$ cat src/rtl/npu_queue_unit.sv
// CPU<->NPU queue block: config, input and output FWFT FIFOs plus stall flags.
// Optional sticky overflow/underflow register enabled by NPU_QUEUE_ERR_EN.
module npu_queue_fifo #(
  parameter int DW    = 32,
  parameter int DEPTH = 8
) (
  input  logic          iClk,
  input  logic          iReset,
  input  logic          iFlush,
  input  logic          iPush,
  input  logic [DW-1:0] iPushData,
  input  logic          iPop,
  output logic [DW-1:0] oHeadData,
  output logic          oFull,
  output logic          oEmpty
);
  localparam int AW = $clog2(DEPTH);
  localparam logic [AW:0] FULL_COUNT = (AW+1)'(DEPTH);

  logic [DW-1:0] mem [DEPTH];
  logic [AW-1:0] wrPtr;
  logic [AW-1:0] rdPtr;
  logic [AW:0]   count;
  logic          pushOk;
  logic          popOk;

  // Flags come only from the registered count.
  assign oFull  = (count == FULL_COUNT);
  assign oEmpty = (count == '0);
  assign pushOk = iPush & ~oFull;
  assign popOk  = iPop & ~oEmpty;
  assign oHeadData = mem[rdPtr];

  // Pointers and occupancy; flush wins over any same-cycle push or pop.
  always_ff @(posedge iClk or posedge iReset) begin
    if (iReset) begin
      wrPtr <= '0;
      rdPtr <= '0;
      count <= '0;
    end else if (iFlush) begin
      wrPtr <= '0;
      rdPtr <= '0;
      count <= '0;
    end else begin
      if (pushOk) wrPtr <= wrPtr + 1'b1;
      if (popOk)  rdPtr <= rdPtr + 1'b1;
      if (pushOk && !popOk)
        count <= count + 1'b1;
      else if (popOk && !pushOk)
        count <= count - 1'b1;
    end
  end

  // Storage is intentionally left unreset.
  always_ff @(posedge iClk) begin
    if (pushOk && !iFlush) mem[wrPtr] <= iPushData;
  end
endmodule

module npu_queue_unit #(
  parameter int DATA_WIDTH = 32,
  parameter int CFG_DEPTH  = 8,
  parameter int IN_DEPTH   = 16,
  parameter int OUT_DEPTH  = 16
) (
  input  logic                  iClk,
  input  logic                  iReset,
  input  logic                  iFlush,
  input  logic                  iCpuCfgWrite,
  input  logic                  iCpuEnqWrite,
  input  logic [DATA_WIDTH-1:0] iCpuData,
  input  logic                  iCpuDeqRead,
  output logic [DATA_WIDTH-1:0] oCpuDeqData,
  output logic                  oNpuConfigFull,
  output logic                  oNpuInputFull,
  output logic                  oNpuOutputEmpty,
  input  logic                  iNpuCfgRead,
  output logic                  oNpuCfgValid,
  output logic [DATA_WIDTH-1:0] oNpuCfgData,
  input  logic                  iNpuInRead,
  output logic                  oNpuInValid,
  output logic [DATA_WIDTH-1:0] oNpuInData,
  input  logic                  iNpuOutWrite,
  input  logic [DATA_WIDTH-1:0] iNpuOutData,
`ifdef NPU_QUEUE_ERR_EN
  output logic                  oNpuOutReady,
  output logic [5:0]            oQueueErr
`else
  output logic                  oNpuOutReady
`endif
);
  logic cfgFull;
  logic cfgEmpty;
  logic inFull;
  logic inEmpty;
  logic outFull;
  logic outEmpty;
  logic enqPush;

  // Config write owns the shared bus when both CPU strobes collide.
  assign enqPush = iCpuEnqWrite & ~iCpuCfgWrite;

  npu_queue_fifo #(
    .DW(DATA_WIDTH),
    .DEPTH(CFG_DEPTH)
  ) cfgQ (
    .iClk(iClk),
    .iReset(iReset),
    .iFlush(iFlush),
    .iPush(iCpuCfgWrite),
    .iPushData(iCpuData),
    .iPop(iNpuCfgRead),
    .oHeadData(oNpuCfgData),
    .oFull(cfgFull),
    .oEmpty(cfgEmpty)
  );

  npu_queue_fifo #(
    .DW(DATA_WIDTH),
    .DEPTH(IN_DEPTH)
  ) inQ (
    .iClk(iClk),
    .iReset(iReset),
    .iFlush(iFlush),
    .iPush(enqPush),
    .iPushData(iCpuData),
    .iPop(iNpuInRead),
    .oHeadData(oNpuInData),
    .oFull(inFull),
    .oEmpty(inEmpty)
  );

  npu_queue_fifo #(
    .DW(DATA_WIDTH),
    .DEPTH(OUT_DEPTH)
  ) outQ (
    .iClk(iClk),
    .iReset(iReset),
    .iFlush(iFlush),
    .iPush(iNpuOutWrite),
    .iPushData(iNpuOutData),
    .iPop(iCpuDeqRead),
    .oHeadData(oCpuDeqData),
    .oFull(outFull),
    .oEmpty(outEmpty)
  );

  assign oNpuConfigFull  = cfgFull;
  assign oNpuCfgValid    = ~cfgEmpty;
  assign oNpuInputFull   = inFull;
  assign oNpuInValid     = ~inEmpty;
  assign oNpuOutputEmpty = outEmpty;
  assign oNpuOutReady    = ~outFull;

`ifdef NPU_QUEUE_ERR_EN
  logic [5:0] errEvent;

  assign errEvent = {
    iCpuDeqRead & outEmpty,
    iNpuInRead & inEmpty,
    iNpuCfgRead & cfgEmpty,
    iNpuOutWrite & outFull,
    enqPush & inFull,
    iCpuCfgWrite & cfgFull
  };

  // Sticky error bits; only reset or flush clears them.
  always_ff @(posedge iClk or posedge iReset) begin
    if (iReset)
      oQueueErr <= '0;
    else if (iFlush)
      oQueueErr <= '0;
    else
      oQueueErr <= oQueueErr | errEvent;
  end
`endif
endmodule

$ cat config.mk
export PLATFORM = sky130hd
export DESIGN_NAME = npu_queue_unit
export DESIGN_NICKNAME = d
export VERILOG_FILES = /design/src/rtl/npu_queue_unit.sv
export SDC_FILE = /design/constraint.sdc
export NUM_CORES = 1
export LEC_CHECK = 0
export CAP_MARGIN = 20
export CORE_AREA = 5 5 362 364
export CTS_CLUSTER_SIZE = 20
export DETAILED_ROUTE_END_ITERATION = 16
export DIE_AREA = 0 0 367 369
export PLACE_DENSITY_LB_ADDON = 0.25
export SETUP_SLACK_MARGIN = 0.05
export SYNTH_ARGS = -nofsm -noshare
export SYNTH_HDL_FRONTEND = slang
export SYNTH_SLANG_ARGS = --single-unit
$ cat constraint.sdc
create_clock -name iClk -period 5.3 [get_ports iClk]
set_clock_uncertainty 0.2 [all_clocks]
set_input_delay 1.325 -clock iClk [delete_from_list [all_inputs] [get_ports iClk]]
set_output_delay 1.325 -clock iClk [all_outputs]
set_load 0.01 [all_outputs]
==> results.toml <==
[timing]
rsz0062_at_grt = "no"
setup_viol = 0
worstMarginPinSlew_ns = 1.09
setup_slack_ns = 0.337
maxClockFrequency_mhz = 201
finalCritPeriodShare_pct = 93.6
setup_tns_ns = 0
min_period_ns = 4.96
hold_violations = 0
whs_ns = 0.353
relSlewSlack_pct = 27.2
drv_slew = 0

[worst_setup_path]
cp.arrival_ns = 3.44
worst_r2r_endpoint = "outQ.count[4]"
reg2reg_depth = 8
critPathKind = "flop to output pin"
r2r_start = "outQ.count[2]"
start_kind = "flop"
ff2ff_setup_slack_ns = 1.69
worst-endpoint-required_ns = 3.77
crit_fanout = 16
end_kind = "output pin"

[synth]
synth-seq-cells = 1316
synthCells = 2101
synth_top_area_cell = "edfxtp_1"
syn_nets = 2199
yosysUniqueCellTypes = 52
synth_area_leaders = "edfxtp_1, mux4_2, dfrtp_1, mux2_2, ha_1"
seq_area_frac_synth_pct = 77.9
synthTopCellsByCount = "edfxtp_1, mux4_2, clkbuf_1"
synthFlopType = "edfxtp_1"
syn_area_sq_um = 50500
yosysMostFrequentCell = "edfxtp_1"
avgSynthCellArea_sq_um = 24.0
yosysWarnings = 0
synth_top_area_share_pct = 76.1
synth_async_sr_flop_share_pct = 2.74
synth-edff-count = 1280

[global_routing]
grt_pass1_wl_um = 174000
grt_start_max_net_pins = 53
met2_usage_pct = 29.4
gr-max-usage-layer = "met2"
grt_use_met1_pct = 23.5
use_met3_pct = 4.15
grt_pass1_vias = 24700
grt_overflow_total = 0
antenna_found_initial = 7
grt_util_all_layers_pct = 17.6

[cts]
cts_resized = 0
cts.sinks = 1316
cts_hold_buffers = 0
clkTransAtPathRegs_ns = 0.06
cts-root-buf = "clkbuf_16"
post_cts_buffers = 1
numCtsBuffers = 141
htreeDepth = 4
cts_tree = "done"
clk_latency_ns = 0.73
clockBufferDepth = 3

[die]
dieArea_sq_um = 135000
dieHeight_um = 369
start_util_pct = 39.7
die_w_um = 367
ioPinCount = 175
std_cell_rows = 131
coreArea_sq_um = 127000

[power]
swShare_pct = 24.5
power_density_nw_per_um2 = 442
p_comb_share_pct = 18.2
internal_power_mw = 20.0
total_power_mw = 26.5
power_frac_seq_pct = 44.8
p_clk_share_pct = 37.0
ir_worst_vdd_mv = 0.336
p_sw_mw = 6.49
p_leak_nw = 18.3

[place]
place_inst = 3908
portBuffers = 174
hpwl_um = 68400
globalplace.congestion = 0.758
placed_area_sq_um = 55100
dp_slack_ns = 0.506

[final_layout]
finalNetCount = 2489
utilization_pct = 47.1
layout-drive-gt1-share_pct = 30.3
design_area_sq_um = 59800
area_growth_pct = 18.4
final_cell_count_no_fill = 4169

[routing]
antenna_left = 0
post-route-drc-count = 0
avgRoutedWirePerCell_um = 28.5
first_pass_iters = 5
drt_iter0_drc = 2199
drt_wl_total_um = 119000
via_count = 23300
via_per_inst = 5.58

[min_path]
hold_class = "flop to flop"
min_path_cells = 2
whs_endpoint = "cfgQ.rdPtr[1]"
hp-start = "cfgQ.rdPtr[1]"

[job]
drv_cap = 0

[outcome]
outcome = "complete, no violations"
[power by group through the flow]
stage	clock [mW]	combinational [mW]	sequential, mW
after global placement	0	4.82	12.1
final	9.78	4.82	11.9
after global routing	10.5	5.16	11.9
after detailed placement	0	4.87	12.1
after floorplan	0	3.10	11.9
after CTS	10.0	4.93	11.9
[per-layer routing]
layer / vias to the layer above / wire length (um)
met4: 4 / 2230
met1: 12700 / 48500
met3: 165 / 8320
li1: 9614 / -
met5: - / 25
met2: 804 / 59900
[critical path, stage by stage (launching register included)]
cell and delay, ns:
dfrtp_4 0.68, buf_4 0.43, mux4_2 0.57, mux4_2 0.50, clkdlybuf4s50_1 0.51
[how the worst max path moves through the flow]
stage,to,startpoint,slack [ns]
final,oCpuDeqData[5],outQ.rdPtr[0],0.34
after global routing,oCpuDeqData[8],outQ.rdPtr[0],0.16
after CTS,oCpuDeqData[5],outQ.rdPtr[0],0.19
after detailed placement,inQ.mem[10][5],iCpuCfgWrite,0.51
after global placement,inQ.count[4],iCpuCfgWrite,0.46
after floorplan,outQ.mem[0][0],iNpuOutWrite,0.26
[flip-flops by register name (all words and copies together), names as in the netlist, 4 cells and up]
signal      flops
inQ.count       5
outQ.wrPtr      4
cfgQ.count      4
inQ.rdPtr       4
cfgQ.mem      256
outQ.mem      512
inQ.wrPtr       4
outQ.rdPtr      4
outQ.count      5
inQ.mem       512
[area by class of cell]
| cell class | instances | area (sq um) |
|---|---|---|
| inverters | 15 | 56.3 |
| fillers | 10300 | 67200 |
| repair buffers | 253 | 2710 |
| clock inverters | 81 | 883 |
| multi-input cells | 664 | 10900 |
| flip-flops and latches | 1316 | 39400 |
| clock buffers | 174 | 3760 |
| diodes | 4 | 10.0 |
| well taps | 1662 | 2080 |
[cells by family after synthesis]
| logic type | after synthesis | synth area share, % |
|---|---|---|
| adders and majority gates | 25 | 0.664 |
| DFF | 1316 | 77.9 |
| AOI/OAI and AO/OA | 56 | 0.783 |
| and+or+nand+nor | 140 | 1.32 |
| xor gates and xnor gates | 16 | 0.278 |
| muxes | 427 | 18.1 |
| buffers and inverters | 121 | 0.976 |
[placed cells by master, fill, tap and decap left out, drive strengths merged, types with 2 or more instances in the layout]
cell,n
nand2,27
a21oi,16
or3,3
and3,5
clkbuf,174
ha,22
nand2b,5
buf,80
mux2i,7
or4,4
bufinv,15
nor3,9
nor2,54
o41ai,3
o21ai,9
clkdlybuf4s50,173
nand3,18
dfrtp,36
mux4,384
diode,4
nor3b,2
o211ai,4
clkinv,57
fa,3
o21a,4
clkinvlp,2
a21o,4
nor4,3
xnor2,7
a21boi,2
inv,22
edfxtp,1280
xor2,9
mux2,36
a211oi,4
nor2b,4
a31oi,2
(Power assumes the default switching activity.)
